--- config.mk ---
export PLATFORM = sky130hd
export DESIGN_NAME = id_serializer
export DESIGN_NICKNAME = d
export VERILOG_FILES = /design/src/rtl/id_serializer.sv
export SDC_FILE = /design/constraint.sdc
export NUM_CORES = 1
export LEC_CHECK = 0
export BUFFER_PORTS_ARGS = -buffer_cell sky130_fd_sc_hd__buf_2
export CAP_MARGIN = 20
export CORE_ASPECT_RATIO = 0.75
export CORE_MARGIN = 1
export CORE_UTILIZATION = 45
export CTS_BUF_LIST = sky130_fd_sc_hd__clkbuf_8 sky130_fd_sc_hd__clkbuf_16
export DETAILED_ROUTE_END_ITERATION = 16
export GPL_ROUTABILITY_DRIVEN = 0
export PLACE_DENSITY_LB_ADDON = 0.15
export SYNTH_ARGS = -nofsm -noshare
export SYNTH_HDL_FRONTEND = slang
export SYNTH_SLANG_ARGS = --single-unit
--- constraint.sdc ---
create_clock -name CLK -period 13.5 [get_ports CLK]
set_input_delay 0.675 -clock CLK [delete_from_list [all_inputs] [get_ports CLK]]
set_output_delay 0.675 -clock CLK [all_outputs]
set_load 0.1 [all_outputs]
--- src/rtl/id_serializer.sv ---
// -----------------------------------------------------------------------------
// id_serializer
//
// Sits between fetch and execute. Instructions are queued in a small FIFO and
// passed to EXE one per handshake. When the decoder marks the head entry as
// serializing (syscall / LL / SC), the block replaces it with BUBBLES nop
// slots. It raises a one-cycle SYS request to the simulator on the last of
// those slots, and retires the entry when that slot is accepted. Fetch is
// asked to hold its PC (WANT_FREEZE) while the sequence is running. The
// request drops one slot early so fetch can start refilling.
//
// Parameters
//   BUBBLES  bubble slots per serializing instruction (2..7)
//   DEPTH    input queue entries (power of two, 2..8)
//
// Ports
//   CLK           clock, all state on rising edge
//   RESET         asynchronous, active-low reset
//   FLUSH         synchronous discard of queued and in-progress work
//   In_Valid      fetch presents an instruction
//   In_Ready      queue not full (combinational)
//   Instr_IN      instruction word
//   Instr_PC_IN   instruction PC
//   Serialize_IN  instruction is serializing (syscall/LL/SC)
//   IsLLSC_IN     serializing instruction is LL or SC
//   Out_Valid     slot presented to EXE
//   Out_Ready     EXE accepts the slot
//   Instr_OUT     instruction word, or bubble word during a sequence
//   Instr_PC_OUT  PC of the head entry (0 when the queue is empty)
//   Out_Bubble    slot is a nop with no side effects
//   SYS           registered one-cycle request to the simulator
//   WANT_FREEZE   fetch shall hold its PC
//
// Optional feature
//   LLSC_SILENT_EN  when defined, SYS is suppressed for LL/SC entries. Bubbles
//                   and freeze behaviour do not change. When undefined,
//                   IsLLSC_IN is ignored.
// -----------------------------------------------------------------------------
module id_serializer #(
  parameter int BUBBLES = 4,
  parameter int DEPTH   = 2
) (
  input  logic        CLK,
  input  logic        RESET,
  input  logic        FLUSH,
  input  logic        In_Valid,
  output logic        In_Ready,
  input  logic [31:0] Instr_IN,
  input  logic [31:0] Instr_PC_IN,
  input  logic        Serialize_IN,
  input  logic        IsLLSC_IN,
  output logic        Out_Valid,
  input  logic        Out_Ready,
  output logic [31:0] Instr_OUT,
  output logic [31:0] Instr_PC_OUT,
  output logic        Out_Bubble,
  output logic        SYS,
  output logic        WANT_FREEZE
);

  localparam int          AW           = $clog2(DEPTH);
  localparam logic [2:0]  CNT_LOAD     = 3'(BUBBLES);
  localparam logic [31:0] SYSCALL_WORD = 32'h0000_000C;

  typedef enum logic {
    ST_IDLE = 1'b0,
    ST_SER  = 1'b1
  } state_e;

  // ---------------------------------------------------------------------------
  // Queue storage and pointers. The pointers carry one extra wrap bit, so
  // equal pointers mean empty and pointers differing only in the wrap bit
  // mean full.
  // ---------------------------------------------------------------------------
  logic [31:0] instr_mem_q [DEPTH];
  logic [31:0] pc_mem_q    [DEPTH];
  logic        ser_mem_q   [DEPTH];

  logic [AW:0] wr_ptr_q, wr_ptr_d;
  logic [AW:0] rd_ptr_q, rd_ptr_d;

  logic        empty_s;
  logic        full_s;
  logic        push_s;
  logic        pop_s;

  logic [31:0] head_instr_s;
  logic [31:0] head_pc_s;
  logic        head_ser_s;
  logic        sys_allowed_s;

  state_e      state_q, state_d;
  logic [2:0]  cnt_q, cnt_d;
  logic        sys_q, sys_d;

  logic        out_valid_s;
  logic        out_bubble_s;
  logic [31:0] instr_out_s;
  logic        freeze_s;

  assign empty_s = (wr_ptr_q == rd_ptr_q);
  assign full_s  = (wr_ptr_q[AW] != rd_ptr_q[AW]) &&
                   (wr_ptr_q[AW-1:0] == rd_ptr_q[AW-1:0]);

  assign head_instr_s = instr_mem_q[rd_ptr_q[AW-1:0]];
  assign head_pc_s    = pc_mem_q[rd_ptr_q[AW-1:0]];
  assign head_ser_s   = ser_mem_q[rd_ptr_q[AW-1:0]];

`ifdef LLSC_SILENT_EN
  logic llsc_mem_q [DEPTH];
  logic head_llsc_s;

  assign head_llsc_s   = llsc_mem_q[rd_ptr_q[AW-1:0]];
  assign sys_allowed_s = ~head_llsc_s;

  // LL/SC flag storage, written alongside the rest of the entry
  always_ff @(posedge CLK) begin
    if (push_s) begin
      llsc_mem_q[wr_ptr_q[AW-1:0]] <= IsLLSC_IN;
    end
  end
`else
  logic unused_llsc_s;

  assign unused_llsc_s = IsLLSC_IN;
  assign sys_allowed_s = 1'b1;
`endif

  // In_Ready reflects fullness only. A push that lands while the queue is full
  // is still taken when the head pops in the same cycle.
  assign In_Ready = ~full_s;

  // Slot decode from the current state and the queue head
  always_comb begin
    pop_s        = 1'b0;
    out_valid_s  = 1'b0;
    out_bubble_s = 1'b0;
    instr_out_s  = 32'h0000_0000;
    freeze_s     = 1'b0;
    case (state_q)
      ST_IDLE: begin
        if (empty_s) begin
          pop_s = 1'b0;
        end else if (head_ser_s) begin
          // Serializing head is held back for one cycle while SER is entered
          freeze_s = 1'b1;
        end else begin
          out_valid_s = 1'b1;
          instr_out_s = head_instr_s;
          pop_s       = Out_Ready;
        end
      end
      ST_SER: begin
        out_valid_s  = 1'b1;
        out_bubble_s = 1'b1;
        if (head_instr_s == SYSCALL_WORD) begin
          instr_out_s = head_instr_s;
        end else begin
          instr_out_s = 32'h0000_0000;
        end
        if (cnt_q > 3'd1) begin
          freeze_s = 1'b1;
        end else begin
          freeze_s = 1'b0;
        end
        if ((cnt_q == 3'd1) && Out_Ready) begin
          pop_s = 1'b1;
        end else begin
          pop_s = 1'b0;
        end
      end
      default: begin
        pop_s = 1'b0;
      end
    endcase
  end

  // Queue push and pointer next state. FLUSH wins over any push or pop.
  always_comb begin
    push_s   = 1'b0;
    wr_ptr_d = wr_ptr_q;
    rd_ptr_d = rd_ptr_q;
    if (FLUSH) begin
      wr_ptr_d = {(AW+1){1'b0}};
      rd_ptr_d = {(AW+1){1'b0}};
    end else begin
      push_s = In_Valid && (~full_s || pop_s);
      if (push_s) begin
        wr_ptr_d = wr_ptr_q + {{AW{1'b0}}, 1'b1};
      end else begin
        wr_ptr_d = wr_ptr_q;
      end
      if (pop_s) begin
        rd_ptr_d = rd_ptr_q + {{AW{1'b0}}, 1'b1};
      end else begin
        rd_ptr_d = rd_ptr_q;
      end
    end
  end

  // Queue pointer registers
  always_ff @(posedge CLK or negedge RESET) begin
    if (!RESET) begin
      wr_ptr_q <= {(AW+1){1'b0}};
      rd_ptr_q <= {(AW+1){1'b0}};
    end else begin
      wr_ptr_q <= wr_ptr_d;
      rd_ptr_q <= rd_ptr_d;
    end
  end

  // Entry payload storage; contents are only observed through a valid pointer
  always_ff @(posedge CLK) begin
    if (push_s) begin
      instr_mem_q[wr_ptr_q[AW-1:0]] <= Instr_IN;
      pc_mem_q[wr_ptr_q[AW-1:0]]    <= Instr_PC_IN;
      ser_mem_q[wr_ptr_q[AW-1:0]]   <= Serialize_IN;
    end
  end

  // Serialization sequencer next state: bubble counter and SYS request
  always_comb begin
    state_d = state_q;
    cnt_d   = cnt_q;
    sys_d   = sys_q;
    if (FLUSH) begin
      state_d = ST_IDLE;
      cnt_d   = 3'd0;
      sys_d   = 1'b0;
    end else begin
      case (state_q)
        ST_IDLE: begin
          if (!empty_s && head_ser_s) begin
            state_d = ST_SER;
            cnt_d   = CNT_LOAD;
            sys_d   = 1'b0;
          end else begin
            state_d = ST_IDLE;
          end
        end
        ST_SER: begin
          if (!Out_Ready) begin
            // Stalled EXE freezes the whole sequence, SYS included
            state_d = ST_SER;
          end else if (cnt_q == 3'd1) begin
            state_d = ST_IDLE;
            cnt_d   = 3'd0;
            sys_d   = 1'b0;
          end else begin
            cnt_d = cnt_q - 3'd1;
            // SYS rises together with the load of cnt==1
            sys_d = (cnt_q == 3'd2) && sys_allowed_s;
          end
        end
        default: begin
          state_d = ST_IDLE;
          cnt_d   = 3'd0;
          sys_d   = 1'b0;
        end
      endcase
    end
  end

  // Sequencer state registers
  always_ff @(posedge CLK or negedge RESET) begin
    if (!RESET) begin
      state_q <= ST_IDLE;
      cnt_q   <= 3'd0;
      sys_q   <= 1'b0;
    end else begin
      state_q <= state_d;
      cnt_q   <= cnt_d;
      sys_q   <= sys_d;
    end
  end

  assign Out_Valid    = out_valid_s;
  assign Out_Bubble   = out_bubble_s;
  assign Instr_OUT    = instr_out_s;
  assign Instr_PC_OUT = empty_s ? 32'h0000_0000 : head_pc_s;
  assign SYS          = sys_q;
  assign WANT_FREEZE  = freeze_s;

endmodule

# Word-level counts from Yosys, hierarchy flattened
# Memory sizes are Yosys's and may differ from the RTL's.
# Index checks and enable logic that the tools add are counted.
[op_classes]
eq_ne = 8
n_lt_le_gt_ge = 1
add_sub_neg = 3
reduce_logical = 9
div = 0
mul = 0
shifts = 0
n_mux = 39
n_bitwise = 2
[ops]
columns = ["operator", "n"]
rows = [
  ["2-to-1 mux 32 bit", 4],
  ["one-hot mux 32 bit (2 select lines)", 1],
  ["== test 32 x 4 -> 1 bit (second input constant)", 1],
  ["2-to-1 mux 1 bit", 20],
  ["2-to-1 mux 3 bit", 4],
  ["one-hot mux 1 bit (2 select lines)", 5],
  ["2-to-1 mux 2 bit", 4],
  ["inequality test 3 bit (second input constant)", 2],
  ["one-hot mux 3 bit (2 select lines)", 1],
  ["adder 2 x 1 -> 2 bit (second input constant)", 2],
  ["logical AND 1 bit", 4],
  ["nonzero test 2 bit", 2],
  ["== test 3 x 1 -> 1 bit (second input constant)", 1],
  ["== test 3 x 2 -> 1 bit (second input constant)", 1],
  ["> comparator 3 x 1 -> 1 bit (second input constant)", 1],
  ["subtractor 3 x 1 -> 3 bit (second input constant)", 1],
  ["== test 2 bit", 1],
  ["NOT 1 bit", 2],
  ["AND reduction 2 bit", 1],
  ["== test 1 bit", 1],
  ["zero test 1 bit", 1],
  ["logical OR 1 bit", 1],
  ["inequality test 1 bit", 1],
]
[totals]
regBits = 9
rom_bits = 0
n_memories = 3
latchBits = 0
ramBits = 130
[memory_table]
columns = ["name", "depth", "word_bits", "rd", "rd_clocked_by_memory_dff", "wr", "line_no", "rtl"]
rows = [
  ["instr_mem_q", 2, 32, 1, 0, 1, "75", "logic [31:0] instr_mem_q [DEPTH];"],
  ["pc_mem_q", 2, 32, 1, 0, 1, "76", "logic [31:0] pc_mem_q [DEPTH];"],
  ["ser_mem_q", 2, 1, 1, 0, 1, "77", "logic ser_mem_q [DEPTH];"],
]

# Logic depth before layout (Yosys ltp)
# Gate-level depths: netlist of the first run.
[depth]
word_depth = 9
mapped_depth = 7

# Worst setup path after synthesis of the first run
# No wires, ideal clock.
[synth_timing]
path_kind = "reg2reg"
start = "register state_q"
end = "memory instr_mem_q[1][0] (enable)"
required_time_ns = 12.918
path_buffers = 0
path_stages_with_launch = 6
setup_slack_ns = 6.568
arrival_ns = 6.351
path_cell_list = "dfrtp_1 inv_1 o21ai_0 o21ai_0 nand2_1 nor3b_1"
[synth_between]
elab_chain_cells = 7
[synth_rtl]
columns = ["item", "line_no", "rtl"]
rows = [
  ["from (decl)", "92", "state_e state_q, state_d;"],
  ["from (signal assigned)", "271", "state_q <= state_d;"],
  ["NOT 1 bit", "n/a", ""],
  ["one-hot mux 1 bit (2 select lines) (*)", "140", "case (state_q)"],
  ["logical OR 1 bit (*)", "187", "push_s = In_Valid && (~full_s || pop_s);"],
  ["logical AND 1 bit (*)", "187", ""],
  ["2-to-1 mux 1 bit (*)", "183", "if (FLUSH) begin"],
  ["2-to-1 mux 1 bit (*)", "214", "if (push_s) begin"],
  ["2-to-1 mux 1 bit (not written as such) (*)", "215", "instr_mem_q[wr_ptr_q[AW-1:0]] <= Instr_IN;"],
  ["to (decl)", "75", ""],
]
# Every way passes the cells marked *; elsewhere a longest branch is shown, timed or not.

# Worst setup path after layout of the first run
[layout_timing]
start = "register rd_ptr_q[0]"
end = "output port Instr_OUT[28]"
[layout_between]
elab_chain_cells = 4
[layout_rtl]
columns = ["item", "line_no", "rtl"]
rows = [
  ["from (decl)", "80", "logic [AW:0] rd_ptr_q, rd_ptr_d;"],
  ["from (signal assigned)", "205", "rd_ptr_q <= {(AW+1){1'b0}};"],
  ["from (signal assigned)", "208", "rd_ptr_q <= rd_ptr_d;"],
  ["memory read (2 x 32 bit) / memory read (2 x 1 bit) (equally long branches)", "n/a", ""],
  ["== test 32 x 4 -> 1 bit / 2-to-1 mux 32 bit (equally long branches)", "156, 144", ""],
  ["2-to-1 mux 32 bit (on tied branches)", "156, 142", ""],
  ["one-hot mux 32 bit (2 select lines) (*)", "140", ""],
  ["to (decl)", "54", "output logic [31:0] Instr_OUT,"],
]
# Marks and branches as above.

==> results_tabular.tex, run 1 <==
\begin{tabular}{lr}
\hline
Metric & Value \\
\hline
\multicolumn{2}{l}{\textbf{Setup path}} \\
Critical path startpoint & rd\_ptr\_q[0] \\
R2R Setup Slk & 10.21 ns \\
Most frequent cell on the critical path & buf\_4 \\
Largest fanout on the critical path & 64 \\
CP top delay family & buffers and inverters \\
CP arrival & 3.52 ns \\
Crit start category & flip-flop \\
Required time at the worst-slack endpoint & 12.82 ns \\
Critical path start-end classification & flip-flop to output port \\
Type of destination of the critical path & output port \\
Cells along the critical path & buf\_4 -> xor2\_1 -> o21ai\_0 -> nand2\_1 -> o221ai\_2 -> buf\_4 -> nor2\_1 -> buf\_2 \\
Buffer and inverter count on the worst path & 3 \\
Worst path slowest cell & buf\_4 \\
Critical Path Max Stage Delay & 0.82 ns \\
Critical register-to-register path startpoint & rd\_ptr\_q[0] \\
\multicolumn{2}{l}{\textbf{Die}} \\
Effective utilization at floorplan & 0.472 \\
Die ar. & 12900 sq um \\
Die X-Extent & approximately 130 um \\
Y dimension of the die & slightly below 100 um \\
Placeable Area & 11900 sq um \\
I/O pin total & 140 \\
\# rows & 34 \\
\multicolumn{2}{l}{\textbf{Logic synthesis}} \\
Net Count, Synth & 440 \\
Area share of the leading cell type in the synthesized netlist & 0.698 \\
Proportion of synthesized flip-flops having asynchronous set or reset & 0.0647 \\
Number of synthesized register bits & 139 \\
Post-synth top area cell & edfxtp\_1 \\
Leading cell types by total area after synthesis & edfxtp\_1, mux2i\_1, nor2\_1 \\
Mapped Area & 5600 sq um \\
Fraction of the yosys area taken by sequential cells & 0.738 \\
Number of warnings issued by yosys & 0 \\
Main synth FF type & edfxtp\_1 \\
Number of enable flip-flop cells after synthesis & 130 \\
Post-Syn Instances & 366 \\
Synthesized area per cell & 15.3 sq um \\
Distinct cells, synth & 31 \\
\multicolumn{2}{l}{\textbf{Clock network}} \\
\# clock sinks & 139 \\
Clock buffer count from CTS & 17 \\
PostCTS Resize Cnt & 0 \\
Register clock-pin slew on the reported worst setup and hold paths & 0.06 ns \\
Insertion delay of the later-clocked pin in the worst-skew pair & just over 0.4 ns \\
Number of hold buffers added after CTS & 0 \\
Buffer count from post-CTS setup fixing & 0 \\
Buffer type at the clock tree root & clkbuf\_16 \\
Maximum level of the CTS H-tree & 4 \\
CTS tree & yes \\
Number of buffers on the longest clock path & 2 \\
\multicolumn{2}{l}{\textbf{Drt}} \\
DRT antenna net count & 0 \\
Post-route met1 wirelength & between 4 and 5 mm \\
First-iteration detailed-routing DRC count & 222 \\
WL met2 & 5.21 mm \\
Via count & 3457 \\
DRT Wirelength & 11.2 mm \\
Routed met3 length & approximately 990 um \\
Number of DRC violations after detailed routing & 0 \\
WL/cell & 16.2 um \\
Number of vias per cell & 5.02 \\
Count of TritonRoute iterations in the first routing pass & 4 \\
Uppermost routed layer & met4 \\
\multicolumn{2}{l}{\textbf{Min path}} \\
Class of the tightest hold or removal check & input pin to async pin \\
\multicolumn{2}{l}{\textbf{Status}} \\
Result of the run & completed \\
\multicolumn{2}{l}{\textbf{Finish}} \\
Synth-to-layout area growth & 26.6\% \\
Number of antenna cells inserted & 0 \\
Non-Filler Cell Area, Final & approximately 7100 sq um \\
Layout cell share with drive strength beyond 1 & 0.342 \\
Most used cells in the layout excluding fill and tap cells & buf\_2, edfxtp\_1, nor2\_1 \\
Most common library cell in the layout ignoring fill and taps & buf\_2 \\
Number of nets at the end of the flow & 589 \\
Non-filler instance count after layout & slightly below 700 \\
Fraction of the core area covered by cells at the end of the flow & 0.597 \\
\multicolumn{2}{l}{\textbf{Timing}} \\
Unrepaired setup endpoints after global routing & no \\
Worst max-slew margin expressed relative to the limit & 0.273 \\
Summed negative setup slack over all endpoints & 0 ns \\
Share of the clock period used by the worst path & 0.310 \\
Setup Skew & $\sim$0.006 ns \\
Min Tclk post-route & $\sim$4.2 ns \\
Slew Viols, Final & 0 \\
Final hold violation count & 0 \\
Least-Margin Pin Slew & 1.09 ns \\
Maximum frequency from static timing analysis & 239 MHz \\
Number of failing setup endpoints in the final timing report & 0 \\
Fin worst setup slack & between 9 and 10 ns \\
\multicolumn{2}{l}{\textbf{Placement}} \\
Worst slack at placement & 9.73 ns \\
Post-place instance area & $\sim$6500 sq um \\
Placed Cells incl. Taps & 658 \\
Quantity of I/O buffers inserted on ports & 138 \\
Sum of net half-perimeters after detailed placement & between 7 and 8 mm \\
\multicolumn{2}{l}{\textbf{Pwr}} \\
Cell leakage power & 2.71 nW \\
Peak supply drop & 0.000127 V \\
Total power per unit cell area & 228 nW/um\^{}2 \\
\multicolumn{2}{l}{\textbf{Flow run}} \\
Max-cap violation count & 0 \\
\multicolumn{2}{l}{\textbf{GRT}} \\
Vias in the first global route & 3508 \\
Maximum number of pins on one net before global-route repair & 65 \\
First-pass GRT wire length & between 15 and 20 mm \\
Number of antenna violations at the first check in global routing & 0 \\
Overall fraction of global-route tracks in use & 0.183 \\
Residual overflow from global routing & 0 \\
\hline
\end{tabular}
stage by stage:
step                power, mW  hold slack [ns]
floorplan                1.06            0.379
global placement         1.15            0.466
detailed placement       1.16            0.471
CTS                      1.63            0.113
global route             1.67            0.116
finish                   1.62            0.116
cell type report:
class | count | area (sq um)
fillers | 972 | 4780
flip-flops and latches | 139 | 4130
multi-input cells | 206 | 1380
repair buffers | 145 | 743
clock buffers | 17 | 425
well taps | 162 | 203
clock inverters | 14 | 180
inverters | 6 | 22.5
worst paths after layout:
check,end,cells after the start
max in group asynchronous,rd_ptr_q[0],1
worst max register to register,pc_mem_q[1][2],7
min in group CLK,pc_mem_q[1][4],1
worst min-delay path,cnt_q[2],1
worst max-delay path,Instr_OUT[28],8
worst min register to register,SYS,1
state kept, by name (all words and copies together), names as in the netlist:
| name | cells |
|---|---|
| instr_mem_q | 64 |
| pc_mem_q | 64 |
| cnt_q | 3 |
| rd_ptr_q | 2 |
| ser_mem_q | 2 |
| wr_ptr_q | 2 |
| SYS | 1 |
| state_q | 1 |
Yosys cell counts (2+ instances only):
master and n:
mux2_2 2, a21oi_1 4, dfrtp_1 9, mux2i_1 63
nand2b_1 3, clkbuf_1 5, inv_1 6, nor3_1 5
xnor2_1 2, xor2_1 2, ha_1 3, o21ai_0 8
nand2_1 9, nand4_1 3, nor2_1 72, nor4b_1 2
nand3_1 3, edfxtp_1 130, buf_2 8, nor2b_1 4
nor4_1 13
worst register-to-register path: cells and delay by family (launching register included):
family,cells,cell delay [ns]
buffers and inverters,2,1.32
flip-flops,1,0.49
multiplexers,1,0.33
AND/OR/NAND/NOR,3,0.49
AO/OA/AOI/OAI,1,0.28
report_power, final:
part / switching, mW / internal [mW] / leakage, nW
Clock: 0.168 / 0.306 / 0.299
Sequential: 0.0133 / 0.499 / 1.31
Combinational: 0.529 / 0.101 / 1.10
Total: 0.711 / 0.906 / 2.71
per-layer routing:
layer  GRT usage  up-vias
li1            -     1667
met1       0.230     1671
met2       0.279      115
met3      0.0890        4
met4      0.0548        0
met5           0        -
cell families after synthesis:
kind of cell / share of synthesized area
AOI/OAI and AO/OA: 0.0199
xor gates and xnor gates: 0.00626
adders and majority gates: 0.00671
buffers and inverters: 0.0179
DFF: 0.738
muxes: 0.119
and+or+nand+nor: 0.0928
(Power assumes the default switching activity.)
==> run 2, diff against run 1 <==
--- a/config.mk
+++ b/config.mk
@@ -5,6 +5,7 @@
 export SDC_FILE = /design/constraint.sdc
 export NUM_CORES = 1
 export LEC_CHECK = 0
+export ABC_AREA = 1
 export BUFFER_PORTS_ARGS = -buffer_cell sky130_fd_sc_hd__buf_2
 export CAP_MARGIN = 20
 export CORE_ASPECT_RATIO = 0.75
==> constraint.sdc (replaced) <==
create_clock -name CLK -period 3.5 [get_ports CLK]
set_input_delay 0.175 -clock CLK [delete_from_list [all_inputs] [get_ports CLK]]
set_output_delay 0.175 -clock CLK [all_outputs]
set_load 0.1 [all_outputs]
==> results_tabular.tex, run 2 <==
\begin{tabular}{lr}
\hline
Metric & Value \\
\hline
\multicolumn{2}{l}{\textbf{GRT}} \\
Vias in the first global route & 4348 (was 3508) \\
Residual overflow from global routing & 0 (unchanged) \\
Overall fraction of global-route tracks in use & 0.205 (was 0.183) \\
Maximum number of pins on one net before global-route repair & 64 (was 65) \\
First-pass GRT wire length & 21.0 mm (was 17.2 mm) \\
Number of antenna violations at the first check in global routing & 0 (unchanged) \\
\multicolumn{2}{l}{\textbf{Min path}} \\
Beginning of the worst hold path & FLUSH \\
Class of the tightest hold or removal check & input pin to flip-flop (was input pin to async pin) \\
Hold Path Depth & 2 \\
Hold Crit Endpoint & state\_q \\
\multicolumn{2}{l}{\textbf{Logic synthesis}} \\
Synthesized area per cell & 11.5 sq um (was 15.3 sq um) \\
Proportion of synthesized flip-flops having asynchronous set or reset & 0.0647 (unchanged) \\
Most used standard cell by instance count after synthesis & nand2\_1 (was edfxtp\_1) \\
Number of warnings issued by yosys & 0 (unchanged) \\
Distinct cells, synth & 27 (was 31) \\
Fraction of the yosys area taken by sequential cells & 0.700 (was 0.738) \\
Area share of the leading cell type in the synthesized netlist & 0.662 (was 0.698) \\
Mapped Area & 5900 sq um (was 5600 sq um) \\
Post-Syn Instances & 514 (was 366) \\
Leading cell types by total area after synthesis & edfxtp\_1, nand2\_1, dfrtp\_1 (was edfxtp\_1, mux2i\_1, nor2\_1) \\
Main synth FF type & edfxtp\_1 (unchanged) \\
Synth cell count leaders & nand2\_1, edfxtp\_1, inv\_1, a21oi\_1, nor4\_1 (was edfxtp\_1, nor2\_1, mux2i\_1, nor4\_1) \\
Number of enable flip-flop cells after synthesis & 130 (unchanged) \\
Net Count, Synth & 588 (was 440) \\
Post-synth top area cell & edfxtp\_1 (unchanged) \\
Number of synthesized register bits & 139 (unchanged) \\
\multicolumn{2}{l}{\textbf{Die}} \\
Y dimension of the die & 101 um (was 98.6 um) \\
Placeable Area & 12500 sq um (was 11900 sq um) \\
\# rows & 35 (was 34) \\
Effective utilization at floorplan & 0.471 (was 0.472) \\
Die ar. & 13600 sq um (was 12900 sq um) \\
I/O pin total & 140 (unchanged) \\
Die X-Extent & 134 um (was 131 um) \\
\multicolumn{2}{l}{\textbf{Clock network}} \\
\# clock sinks & 139 (unchanged) \\
Register clock-pin slew on the reported worst setup and hold paths & 0.06 ns (about the same) \\
Maximum level of the CTS H-tree & 4 (unchanged) \\
Number of buffers on the longest clock path & 2 (unchanged) \\
Buffer type at the clock tree root & clkbuf\_16 (unchanged) \\
CTS tree & yes (unchanged) \\
Insertion delay of the later-clocked pin in the worst-skew pair & 0.41 ns (about the same) \\
Clock buffer count from CTS & 17 (unchanged) \\
\multicolumn{2}{l}{\textbf{Drt}} \\
Count of TritonRoute iterations in the first routing pass & 5 (was 4) \\
First-iteration detailed-routing DRC count & 233 (was 222) \\
DRT Wirelength & 13.2 mm (was 11.2 mm) \\
Number of DRC violations after detailed routing & 0 (unchanged) \\
Number of vias per cell & 4.91 (was 5.02) \\
WL/cell & 14.8 um (was 16.2 um) \\
DRT antenna net count & 0 (unchanged) \\
Via count & 4396 (was 3457) \\
\multicolumn{2}{l}{\textbf{Setup path}} \\
Path depth of the worst reg2reg path & 8 (was 7) \\
Type of destination of the critical path & output port (unchanged) \\
Required time at the worst-slack endpoint & 3.32 ns (was 12.82 ns) \\
R2R Setup Slk & 0.79 ns (was 10.21 ns) \\
Terminus of the critical flop-to-flop path & instr\_mem\_q[1][19] (was pc\_mem\_q[1][2]) \\
CP arrival & 2.86 ns (was 3.52 ns) \\
Critical register-to-register path startpoint & rd\_ptr\_q[0] (unchanged) \\
Critical path start-end classification & flip-flop to output port (unchanged) \\
Largest fanout on the critical path & 47 (was 64) \\
Crit start category & flip-flop (unchanged) \\
\multicolumn{2}{l}{\textbf{Finish}} \\
Filler Cell Count & 987 (was 972) \\
Most common library cell in the layout ignoring fill and taps & nand2\_1 (was buf\_2) \\
Non-Filler Cell Area, Final & 8020 sq um (was 7090 sq um) \\
Layout cell share with drive strength beyond 1 & 0.259 (was 0.342) \\
Number of antenna cells inserted & 0 (unchanged) \\
Non-filler instance count after layout & 896 (was 689) \\
Most used cells in the layout excluding fill and tap cells & nand2\_1, buf\_2, edfxtp\_1 (was buf\_2, edfxtp\_1, nor2\_1) \\
Number of nets at the end of the flow & 791 (was 589) \\
Synth-to-layout area growth & 36.0\% (was 26.6\%) \\
Fraction of the core area covered by cells at the end of the flow & 0.640 (was 0.597) \\
\multicolumn{2}{l}{\textbf{Placement}} \\
Quantity of I/O buffers inserted on ports & 138 (unchanged) \\
Post-place instance area & 6660 sq um (was 6480 sq um) \\
Sum of net half-perimeters after detailed placement & 8.04 mm (was 7.36 mm) \\
Placed Cells incl. Taps & 797 (was 658) \\
\multicolumn{2}{l}{\textbf{Status}} \\
Result of the run & completed (unchanged) \\
\multicolumn{2}{l}{\textbf{Timing}} \\
Worst max-slew margin expressed relative to the limit & 0.544 (was 0.273) \\
Min Tclk post-route & 3.03 ns \\
Share of the clock period used by the worst path & 0.866 \\
Maximum frequency from static timing analysis & 330 MHz \\
Number of failing setup endpoints in the final timing report & 0 (unchanged) \\
Final hold violation count & 0 (unchanged) \\
Least-Margin Pin Slew & 0.684 ns (was 1.09 ns) \\
Setup Skew & 0.0109 ns (was 0.00598 ns) \\
Unrepaired setup endpoints after global routing & no (unchanged) \\
Slew Viols, Final & 0 (unchanged) \\
\multicolumn{2}{l}{\textbf{Pwr}} \\
Total power per unit cell area & 739 nW/um\^{}2 (was 228 nW/um\^{}2) \\
Cell leakage power & 3.39 nW (was 2.71 nW) \\
Peak supply drop & 0.000509 V (was 0.000127 V) \\
\multicolumn{2}{l}{\textbf{Flow run}} \\
Max-cap violation count & 0 (unchanged) \\
\hline
\end{tabular}
-- run 2: cell count changes in the layout (fill, tap and decap cells not counted), sizes merged, moves of 33 or more --
cell	before	now
a21oi	4	37
mux2i	63	0
nor2	72	15
inv	7	56
nand2	9	157
dlygate4sd3	0	66
-- run 2: area by class of cell --
class	instances	area (sq um)	share of cell area
tap	166	208	0.0259
clock buffer	19	453	0.0565
timing repair buffer	212	1420	0.178
clock inverter	13	223	0.0278
multi-input combinational	293	1380	0.172
inverter	54	203	0.0253
sequential	139	4130	0.515
-- run 2: what timing repair did --
action	CTS	global route
hold buffers	66	0
resized for setup	0	0
endpoints found under the hold margin	139	0
setup buffers	0	0
-- run 2: where the power goes --
| group | switching [mW] | internal, mW | total (mW) |
|---|---|---|---|
| clock network | 0.656 | 1.37 | 2.02 |
| logic | 1.59 | 0.325 | 1.91 |
| registers | 0.0667 | 1.92 | 1.99 |
-- run 2: cells by family (layout without fill, tap and decap cells) --
logic type	Yosys count	in the layout	share of synthesized area
xor+xnor	2	2	0.00297
simple gates	220	220	0.164
compound gates	68	68	0.0586
flops	139	139	0.700
fa+ha+maj	3	3	0.00637
buf+inv	82	298	0.0673
-- run 2: worst max-delay path: stages, from the launching register on --
cell	delay (ns)
dfrtp_2	0.60
inv_2	0.12
buf_4	0.47
nand2_1	0.10
nand2_1	0.17
nand2_1	0.07
nor2_1	0.11
nand2_1	0.06
nor2_1	0.10
nand3_1	0.09
nand2_1	0.11
buf_2	0.42
-- run 2: through the flow --
stage | power [mW] | setup slack, ns | hold WS (ns) | TNS (ns)
detailed placement | 3.86 | 0.775 | 0.0478 | 0
finish | 5.92 | 0.467 | 0.0366 | 0
global route | 6.12 | 0.200 | 0.0509 | 0
global placement | 3.83 | 0.777 | 0.0415 | 0
floorplan | 3.58 | -0.654 | -0.121 | -19.07
CTS | 5.94 | 0.448 | 0.0147 | 0
-- run 2: per-layer routing --
metal / part of all wire / track usage / up-vias
li1: - / - / 2173
met1: 0.46 / 0.264 / 2059
met2: 0.46 / 0.335 / 152
met3: 0.070 / 0.0593 / 12
met4: 0.0087 / 0.0700 / 0
met5: 0 / 0 / -
-- run 2: how the worst max path moves through the flow --
| stage | from | endpoint | slack, ns |
|---|---|---|---|
| floorplan | state_q | Instr_OUT[0] | -0.65 |
| global placement | rd_ptr_q[0] | pc_mem_q[1][14] | 0.78 |
| detailed placement | rd_ptr_q[0] | pc_mem_q[1][14] | 0.77 |
| CTS | rd_ptr_q[0] | Out_Valid | 0.45 |
| global route | rd_ptr_q[0] | Instr_OUT[2] | 0.20 |
| finish | rd_ptr_q[0] | Instr_OUT[2] | 0.47 |
